**src/rtl/mult_sched_pkg.sv**
```systemverilog
// Shared types and widths for the multiplier scheduler.
package mult_sched_pkg;

  localparam int OP_W   = 5;
  localparam int PROD_W = 10;
  localparam int ID_W   = 1;
  localparam int CNT_W  = 4;

  typedef enum logic [1:0] {
    IDLE = 2'd0,
    CALC = 2'd1,
    RESP = 2'd2
  } state_t;

endpackage

```
**src/rtl/mult_scheduler_if.sv**
```systemverilog
// Request/response bundle between the operand sources, the result consumer and
// the multiplier scheduler. The master side is the requesters plus consumer.
interface mult_scheduler_if;
  import mult_sched_pkg::*;

  logic                     req0_valid;
  logic                     req0_ready;
  logic signed [OP_W-1:0]   req0_x;
  logic signed [OP_W-1:0]   req0_y;
  logic                     req1_valid;
  logic                     req1_ready;
  logic signed [OP_W-1:0]   req1_x;
  logic signed [OP_W-1:0]   req1_y;
  logic                     rsp_valid;
  logic                     rsp_ready;
  logic [ID_W-1:0]          rsp_id;
  logic signed [PROD_W-1:0] rsp_product;
  logic                     busy;

  modport master (
    output req0_valid, req0_x, req0_y, req1_valid, req1_x, req1_y, rsp_ready,
    input  req0_ready, req1_ready, rsp_valid, rsp_id, rsp_product, busy
  );

  modport slave (
    input  req0_valid, req0_x, req0_y, req1_valid, req1_x, req1_y, rsp_ready,
    output req0_ready, req1_ready, rsp_valid, rsp_id, rsp_product, busy
  );

endinterface

```
**src/rtl/array_multiplier.sv**
```systemverilog
// Combinational full-width signed 5x5 multiplier; -16 * -16 = +256 fits in 10 bits.
module array_multiplier
  import mult_sched_pkg::*;
(
  input  logic signed [OP_W-1:0]   x,
  input  logic signed [OP_W-1:0]   y,
  output logic signed [PROD_W-1:0] p
);

  logic signed [PROD_W-1:0] x_ext;
  logic signed [PROD_W-1:0] y_ext;

  // Sign-extend both operands to product width before multiplying
  always_comb begin
    x_ext = $signed({{(PROD_W-OP_W){x[OP_W-1]}}, x});
    y_ext = $signed({{(PROD_W-OP_W){y[OP_W-1]}}, y});
    p     = x_ext * y_ext;
  end

endmodule

```
**src/rtl/rr_arbiter2.sv**
```systemverilog
// Two-request arbiter. With MULT_SCHED_RR_EN defined a pointer register makes
// the requester that was not just granted win the next tie; otherwise
// requester 0 always wins a tie and no pointer is built.
module rr_arbiter2 (
  input  logic       clk,
  input  logic       rst,
  input  logic [1:0] req,
  input  logic       advance,
  output logic       grant
);

`ifdef MULT_SCHED_RR_EN
  logic prio_q;

  // Tie goes to the pointer, otherwise to whichever requester is asserted
  always_comb begin
    grant = req[1];
    if (req[0] && req[1]) grant = prio_q;
  end

  // Pointer moves to the other requester after each completed grant
  always_ff @(posedge clk) begin
    if (rst)          prio_q <= 1'b0;
    else if (advance) prio_q <= ~grant;
  end
`else
  logic unused_ok;

  // Fixed priority: requester 1 wins only when requester 0 is idle
  always_comb begin
    grant = req[1] & ~req[0];
  end

  assign unused_ok = &{1'b0, clk, rst, advance};
`endif

endmodule

```
**src/rtl/mult_scheduler.sv**
```systemverilog
// Arbitrates two requesters onto the shared combinational multiplier, holds
// operands for CALC_CYCLES settle cycles, then returns the registered product.
// Arbitration is round-robin when MULT_SCHED_RR_EN is defined, fixed otherwise.
module mult_scheduler
  import mult_sched_pkg::*;
#(
  parameter int CALC_CYCLES = 1
) (
  input  logic             clk,
  input  logic             rst,
  mult_scheduler_if.slave  bus
);

  localparam logic [CNT_W-1:0] CNT_LOAD = CNT_W'(CALC_CYCLES - 1);

  if (CALC_CYCLES < 1 || CALC_CYCLES > 15) begin : g_bad_calc_cycles
    $error("mult_scheduler: CALC_CYCLES must be in 1..15");
  end

  state_t                   state_q, state_d;
  logic [CNT_W-1:0]         cnt_q;
  logic [ID_W-1:0]          id_q;
  logic signed [OP_W-1:0]   x_p0, y_p0;
  logic signed [PROD_W-1:0] mult_p0;
  logic signed [PROD_W-1:0] product_p1;
  logic                     grant, rdy0, rdy1, accept, done;

  rr_arbiter2 u_arb (
    .clk     (clk),
    .rst     (rst),
    .req     ({bus.req1_valid, bus.req0_valid}),
    .advance (accept),
    .grant   (grant)
  );

  array_multiplier u_mult (
    .x (x_p0),
    .y (y_p0),
    .p (mult_p0)
  );

  // Handshake decode: only the granted requester sees ready, never during reset
  always_comb begin
    rdy0   = !rst && (state_q == IDLE) && bus.req0_valid && (grant == 1'b0);
    rdy1   = !rst && (state_q == IDLE) && bus.req1_valid && (grant == 1'b1);
    accept = rdy0 | rdy1;
    done   = (state_q == CALC) && (cnt_q == '0);
  end

  // Next-state logic
  always_comb begin
    state_d = state_q;
    case (state_q)
      IDLE:    if (accept) state_d = CALC;
      CALC:    if (done) state_d = RESP;
      RESP:    if (bus.rsp_ready) state_d = IDLE;
      default: state_d = IDLE;
    endcase
  end

  // State register
  always_ff @(posedge clk) begin
    if (rst) state_q <= IDLE;
    else     state_q <= state_d;
  end

  // Settle counter and owner id, loaded on acceptance
  always_ff @(posedge clk) begin
    if (rst) begin
      cnt_q <= '0;
      id_q  <= '0;
    end else if (accept) begin
      cnt_q <= CNT_LOAD;
      id_q  <= grant;
    end else if ((state_q == CALC) && (cnt_q != '0)) begin
      cnt_q <= cnt_q - CNT_W'(1);
    end
  end

  // Stage p0: operands captured from the granted requester, held through CALC
  always_ff @(posedge clk) begin
    if (accept) begin
      x_p0 <= rdy1 ? bus.req1_x : bus.req0_x;
      y_p0 <= rdy1 ? bus.req1_y : bus.req0_y;
    end
  end

  // Stage p1: product captured once the operands have settled
  always_ff @(posedge clk) begin
    if (rst)       product_p1 <= '0;
    else if (done) product_p1 <= mult_p0;
  end

  assign bus.req0_ready  = rdy0;
  assign bus.req1_ready  = rdy1;
  assign bus.rsp_valid   = (state_q == RESP);
  assign bus.rsp_id      = id_q;
  assign bus.rsp_product = product_p1;
  assign bus.busy        = (state_q != IDLE);

endmodule

```
**src/flat_wrapper.sv**
```systemverilog
// flat-port wrapper written by rule: the top's interface ports become plain ports
module mult_scheduler_flat import mult_sched_pkg::*;
#(
  parameter int CALC_CYCLES = 1
)
  (clk, rst, bus_req0_valid, bus_req0_x, bus_req0_y, bus_req1_valid, bus_req1_x, bus_req1_y, bus_rsp_ready, bus_req0_ready, bus_req1_ready, bus_rsp_valid, bus_rsp_id, bus_rsp_product, bus_busy);
  mult_scheduler_if bus_i ();
  input  logic clk;
  input  logic rst;
  input wire logic [$bits(bus_i.req0_valid)-1:0] bus_req0_valid;
  input wire logic [$bits(bus_i.req0_x)-1:0] bus_req0_x;
  input wire logic [$bits(bus_i.req0_y)-1:0] bus_req0_y;
  input wire logic [$bits(bus_i.req1_valid)-1:0] bus_req1_valid;
  input wire logic [$bits(bus_i.req1_x)-1:0] bus_req1_x;
  input wire logic [$bits(bus_i.req1_y)-1:0] bus_req1_y;
  input wire logic [$bits(bus_i.rsp_ready)-1:0] bus_rsp_ready;
  output wire logic [$bits(bus_i.req0_ready)-1:0] bus_req0_ready;
  output wire logic [$bits(bus_i.req1_ready)-1:0] bus_req1_ready;
  output wire logic [$bits(bus_i.rsp_valid)-1:0] bus_rsp_valid;
  output wire logic [$bits(bus_i.rsp_id)-1:0] bus_rsp_id;
  output wire logic [$bits(bus_i.rsp_product)-1:0] bus_rsp_product;
  output wire logic [$bits(bus_i.busy)-1:0] bus_busy;
  assign bus_i.req0_valid = bus_req0_valid;
  assign bus_i.req0_x = bus_req0_x;
  assign bus_i.req0_y = bus_req0_y;
  assign bus_i.req1_valid = bus_req1_valid;
  assign bus_i.req1_x = bus_req1_x;
  assign bus_i.req1_y = bus_req1_y;
  assign bus_i.rsp_ready = bus_rsp_ready;
  assign bus_req0_ready = bus_i.req0_ready;
  assign bus_req1_ready = bus_i.req1_ready;
  assign bus_rsp_valid = bus_i.rsp_valid;
  assign bus_rsp_id = bus_i.rsp_id;
  assign bus_rsp_product = bus_i.rsp_product;
  assign bus_busy = bus_i.busy;
  mult_scheduler #(.CALC_CYCLES(CALC_CYCLES)) u_core (.clk(clk), .rst(rst), .bus(bus_i));
endmodule
```
**config.mk**
```make
export PLATFORM = sky130hd
export DESIGN_NAME = mult_scheduler_flat
export DESIGN_NICKNAME = d
export VERILOG_FILES = /design/src/rtl/mult_sched_pkg.sv /design/src/rtl/mult_scheduler_if.sv /design/src/rtl/array_multiplier.sv /design/src/rtl/rr_arbiter2.sv /design/src/rtl/mult_scheduler.sv /design/src/flat_wrapper.sv
export SDC_FILE = /design/constraint.sdc
export NUM_CORES = 1
export LEC_CHECK = 0
export CAP_MARGIN = 20
export CORE_AREA = 2 2 68 70
export DETAILED_ROUTE_END_ITERATION = 16
export DIE_AREA = 0 0 70 72
export MAX_ROUTING_LAYER = met4
export PLACE_DENSITY = 0.87
export SLEW_MARGIN = 20
export SYNTH_ARGS = -nofsm -noshare
export SYNTH_HDL_FRONTEND = slang
export SYNTH_SLANG_ARGS = --single-unit
```
**constraint.sdc**
```tcl
create_clock -name clk -period 6.2 [get_ports clk]
set_input_delay 1.24 -clock clk [delete_from_list [all_inputs] [get_ports clk]]
set_output_delay 1.24 -clock clk [all_outputs]
set_load 0.02 [all_outputs]
```
======== After elaboration in Yosys (flattened, before gate mapping) ========
Cells that the tools add are included.
storage, ports and cells
  register bits after elaboration ......... 27
  bits of input ports ..................... 25
  output and inout port bits .............. 15
  logic and storage cells ................. 37
operators by class
  add/subtract/negate cells ............... 1
  $mul .................................... 1
  equal/unequal tests ..................... 5
  muxes and demuxes ....................... 6
  bitwise gates (word level) .............. 4
  reduce and logical (&&, ||, !) cells .... 14
operators by type and width
  kind                                               count
  multiplier 5 x 5 -> 10 bit                         1
  2-to-1 mux 5 bit                                   2
  logical AND 1 bit                                  7
  2-to-1 mux 2 bit                                   3
  case mux 2 bit (3 select lines)                    1
  logical NOT 4 bit                                  1
  != test 2 x 1 -> 1 bit (second input constant)     2
  nonzero test 4 bit                                 1
  subtractor 4 x 1 -> 4 bit (second input constant)  1
  AND reduction 3 bit                                1
  == test 2 x 1 -> 1 bit (second input constant)     1
  == test 2 bit (second input constant)              1
  logical NOT 2 bit                                  1
  != test 2 bit (second input constant)              1
  NOT 1 bit                                          2
  nonzero test 2 bit                                 1
  OR reduction 2 bit                                 1
  AND 1 bit                                          1
  logical NOT 1 bit                                  1
  OR 1 bit                                           1

======== Depth between registers and ports, before layout ========
  word-level depth ........................ 7
  gate-level depth with buffers ........... 12
  gate-level depth less buffers ........... 12

======== Hierarchy ========
A second synthesis with hierarchy kept.
unflattened totals
  cell total of the unflattened synthesis .. 223
  area total of the unflattened synthesis .. 2157.1 um^2
by module, submodules not included
  module            instances  cells an instance  area an instance (um^2)  seq. area each (um^2)
  mult_scheduler    1          112                1176.1                   640.6
  array_multiplier  1          110                967.2                    0.0
  rr_arbiter2       1          1                  13.8                     0.0

======== Worst setup path before layout ========
Ideal clock, no wire load.
  path kind ............................... register to register
  start ................................... reg u_core.x_p0[0]
  end ..................................... reg u_core.product_p1[9] (netlist: u_core.bus.rsp_product[9])
  setup time .............................. 88 ps
  data arrival time ....................... 3465 ps
  data required time ...................... 6112 ps
  slack ................................... 2647 ps
  stages on the path, launching flop included .. 11
  buffers on the path ..................... 0
  clock period less this slack ............ 3553 ps
  path through ............................ edfxtp_1 -> nand2b_1 -> fa_1 -> fa_1 -> fa_1 -> inv_1 -> fa_1 -> a211oi_1 -> o21ai_0 -> and4_4 -> nor4_2
between the ends
  longest elaborated chain between the ends .. 1
RTL lines
  item                        line                    RTL
  start, declared             mult_scheduler.sv:23    logic signed [OP_W-1:0] x_p0, y_p0;
  start signal, assigned      mult_scheduler.sv:83    x_p0 <= rdy1 ? bus.req1_x : bus.req0_x;
  multiplier 5 x 5 -> 10 bit  array_multiplier.sv:17  p = x_ext * y_ext;
  end signal, assigned        mult_scheduler.sv:91    else if (done) product_p1 <= mult_p0;
  end, declared               mult_scheduler.sv:25    logic signed [PROD_W-1:0] product_p1;
No other way between the ends.
A chain may end at the register's enable or synchronous reset.

======== Worst setup path after layout ========
  start ................................... in rst
  end ..................................... out bus_req1_ready
between the ends
  longest elaborated chain between the ends .. 4
RTL lines
  item                            line                  RTL
  start, declared                 flat_wrapper.sv:9     input logic rst;
  logical NOT 1 bit               mult_scheduler.sv:45  rdy1 = !rst && (state_q == IDLE) && bus.req1_valid && (grant == 1'b1);
  logical AND 1 bit (3 in a row)  mult_scheduler.sv:45
  end, declared                   flat_wrapper.sv:18    output wire logic [$bits(bus_i.req1_ready)-1:0] bus_req1_ready;
No other way between the ends.

==> results.sh <==
export IMPL_yosysTopAreaCellShare=0.162
export IMPL_cts_max_path_buffers=2
export IMPL_tritoncts="done"
export IMPL_drive_gt1_frac=0.0549
export IMPL_cts_repair_resized=0
export IMPL_drt_iter0_drc=36
export IMPL_post_cts_setup_buffers=0
export IMPL_synth_cell_type_count=38
export IMPL_die_h_microns=72
export IMPL_tns_ps=0
export IMPL_synth_largest_area_cell="dfxtp_1"
export IMPL_dieWidth_microns=70
export IMPL_worst_setup_path_start_kind="input pin"
export IMPL_num_vias=1535
export IMPL_finalNetCount=314
export IMPL_ys_ff_latch=27
export IMPL_path_cells="clkdlybuf4s50_1 > nor2_1 > nand3b_1 > inv_1 > clkdlybuf4s50_1"
export IMPL_synth_area_sq_um=2110
export IMPL_cp_slowest_cell="clkdlybuf4s50_1"
export IMPL_avgSynthCellArea_sq_um=9.79
export IMPL_fmax_mhz=216
export IMPL_worst_r2r_cell_count=10
export IMPL_portBuffers=39
export IMPL_p_per_area_nw_per_um2=226
export IMPL_gp_congestion=0.840
export IMPL_cp_slowest_stage_delay_ps=730
export IMPL_grt_max_degree=19
export IMPL_cp_num_buf_inv=3
export IMPL_critPathCaptureType="primary output"
export IMPL_cp_depth=5
export IMPL_crit_required_ps=4960
export IMPL_status="complete, no violations"
export IMPL_cts_sinks=27
export IMPL_path_class="input pin to primary output"
export IMPL_dp_hpwl_microns=3180
export IMPL_layout_min_cycle_time_ps=4620
export IMPL_hold_class="register to register"
export IMPL_hold_path_depth=2
export IMPL_vias_per_cell=5.00
export IMPL_synth_nets=273
export IMPL_syn_inst=215
export IMPL_fin_hold_ws_ps=469
export IMPL_cpMostUsedCell="clkdlybuf4s50_1"
export IMPL_grt_first_pass_wirelength_microns=6980
export IMPL_hold_viol=0
export IMPL_wire_per_inst_microns=12.3
export IMPL_path_clk_slew_ps=100
export IMPL_max_slew_margin=0.581
export IMPL_peakVddDrop_mv=0.115
export IMPL_seq_area_frac_synth=0.304
export IMPL_firstDrtPassIters=4
export IMPL_core_rowCount=24
export IMPL_finalCritPeriodShare=0.745
export IMPL_clock_root_buffer="clkbuf_8"
export IMPL_p_leak_nw=1.08
export IMPL_grt_ovfl_total=0
export IMPL_synth_area_leaders="dfxtp_1, fa_1, edfxtp_1, ha_1, inv_1"
export IMPL_antenna_cells=0
export IMPL_tightest_slew_ps=627
export IMPL_area_delta_synth_final_pct=23.4
export IMPL_start_util=0.494
export IMPL_slew_violations=0
export IMPL_coreArea_sq_um=4260
export IMPL_setup_viol=0
export IMPL_grtUsageTotal=0.177
export IMPL_cp_top_family="buffers and inverters"
export IMPL_wirelength_microns=3780
export IMPL_clk_latency_ps=280
export IMPL_hold_buffers=0
export IMPL_ant_nets=0
export IMPL_finClkSkew_ps=10.0
export IMPL_cts_made_buffers=3
export IMPL_ios=40
export IMPL_synth_warnings=0
export IMPL_cp_max_fo=18
export IMPL_die_area_sq_um=5040
export IMPL_grt_pass1_vias=1632
export IMPL_rsz0062_at_grt="false"
export IMPL_antenna_found_initial=0
export IMPL_h_tree_depth=1
export IMPL_crit_arrival_ps=3380
export IMPL_max_cap_violations=0
export IMPL_drcViolationCount=0
## path summary, 6_finish.rpt
kind,from,end,slack (ps)
hold / removal,u_core.bus.rsp_product[4],u_core.bus.rsp_product[4],470
setup / recovery,rst,bus_req1_ready,1580
setup reg to reg,u_core.x_p0[0],u_core.bus.rsp_product[9],2470
hold reg to reg,u_core.bus.rsp_product[4],u_core.bus.rsp_product[4],470
## report_power, final
part / total [mW] / switching (mW) / internal, mW
combinational: 0.279 / 0.145 / 0.134
clock: 0.102 / 0.0557 / 0.0460
sequential: 0.207 / 0.00888 / 0.198
total: 0.587 / 0.209 / 0.378
## per-stage QoR
stage               power (mW)  instance area (sq um)  std cells   util  setup WS [ps]
finish                   0.587                   2600        307  0.609           1580
global placement         0.482                   2550        303  0.598           1610
CTS                      0.593                   2600        307  0.609           1570
floorplan                0.415                   2110        215      -           2650
global route             0.643                   2600        307  0.609           1440
detailed placement       0.491                   2550        303  0.598           1550
## final cells by class
cell class	count	area (sq um)
well taps	52	65.1
clock inverters	1	6.26
flip-flops and latches	27	641
inverters	32	120
clock buffers	3	41.3
fillers	343	1670
multi-input cells	152	1330
repair buffers	40	398
## worst reg2reg max path, cell delays in order (launching register included)
cell and delay (ps):
edfxtp_1 430, nand2b_1 190, fa_1 520, fa_1 530, fa_1 540, inv_1 70
fa_1 480, a211oi_1 300, o21ai_0 160, and4_4 200, nor4_2 220
## layer usage
metal / GRT usage / wire length [microns] / vias to the layer above
met5: - / 0 / -
met4: 0.0491 / 39 / 0
met3: 0.0264 / 110 / 4
met2: 0.313 / 1930 / 27
met1: 0.213 / 1700 / 716
li1: - / - / 788
## cell families (layout without fill, tap and decap cells)
| family | Yosys count | count (layout) | share of synthesized area |
|---|---|---|---|
| AO/OA/AOI/OAI | 31 | 31 | 0.0957 |
| XOR/XNOR | 7 | 7 | 0.0428 |
| adder cells (fa/ha/maj) | 33 | 33 | 0.257 |
| buffers and inverters | 36 | 76 | 0.0654 |
| flip-flops | 27 | 27 | 0.304 |
| multiplexers | 10 | 10 | 0.0535 |
| AND/OR/NAND/NOR | 71 | 71 | 0.182 |
## state kept, by name (all words and copies together) (netlist names)
name,cells
u_core.bus.rsp_product,10
u_core.x_p0,5
u_core.y_p0,5
u_core.cnt_q,4
u_core.state_q,2
u_core.bus.rsp_id,1
## cells in the final DEF, fill, tap and decap left out, types with 10 or more instances in the layout
master	instances
ha_1	16
clkdlybuf4s50_1	39
and2_1	16
dfxtp_1	17
edfxtp_1	10
fa_1	17
inv_1	31
nor2_1	16
nand2_1	16
## synth_stat cells
cell type / count
a2111o_1: 1
a211oi_1: 8
a21o_1: 2
a21oi_1: 9
and2_1: 16
and4_4: 1
buf_2: 2
clkbuf_1: 2
dfxtp_1: 17
edfxtp_1: 10
fa_1: 17
ha_1: 16
inv_1: 31
inv_2: 1
mux2_1: 9
mux2_2: 1
nand2_1: 16
nand2b_1: 4
nand3_1: 2
nand3b_1: 3
nor2_1: 16
nor2_2: 1
nor2_4: 1
nor2b_1: 4
nor3_1: 2
nor3b_1: 1
nor4_2: 1
o211ai_1: 1
o21ai_0: 5
o21bai_1: 3
o31ai_1: 2
or2_2: 1
or3_1: 1
or3b_1: 1
xnor2_1: 3
xnor2_2: 2
xnor3_1: 1
xor2_1: 1
Power figures use the tool's default switching activity.
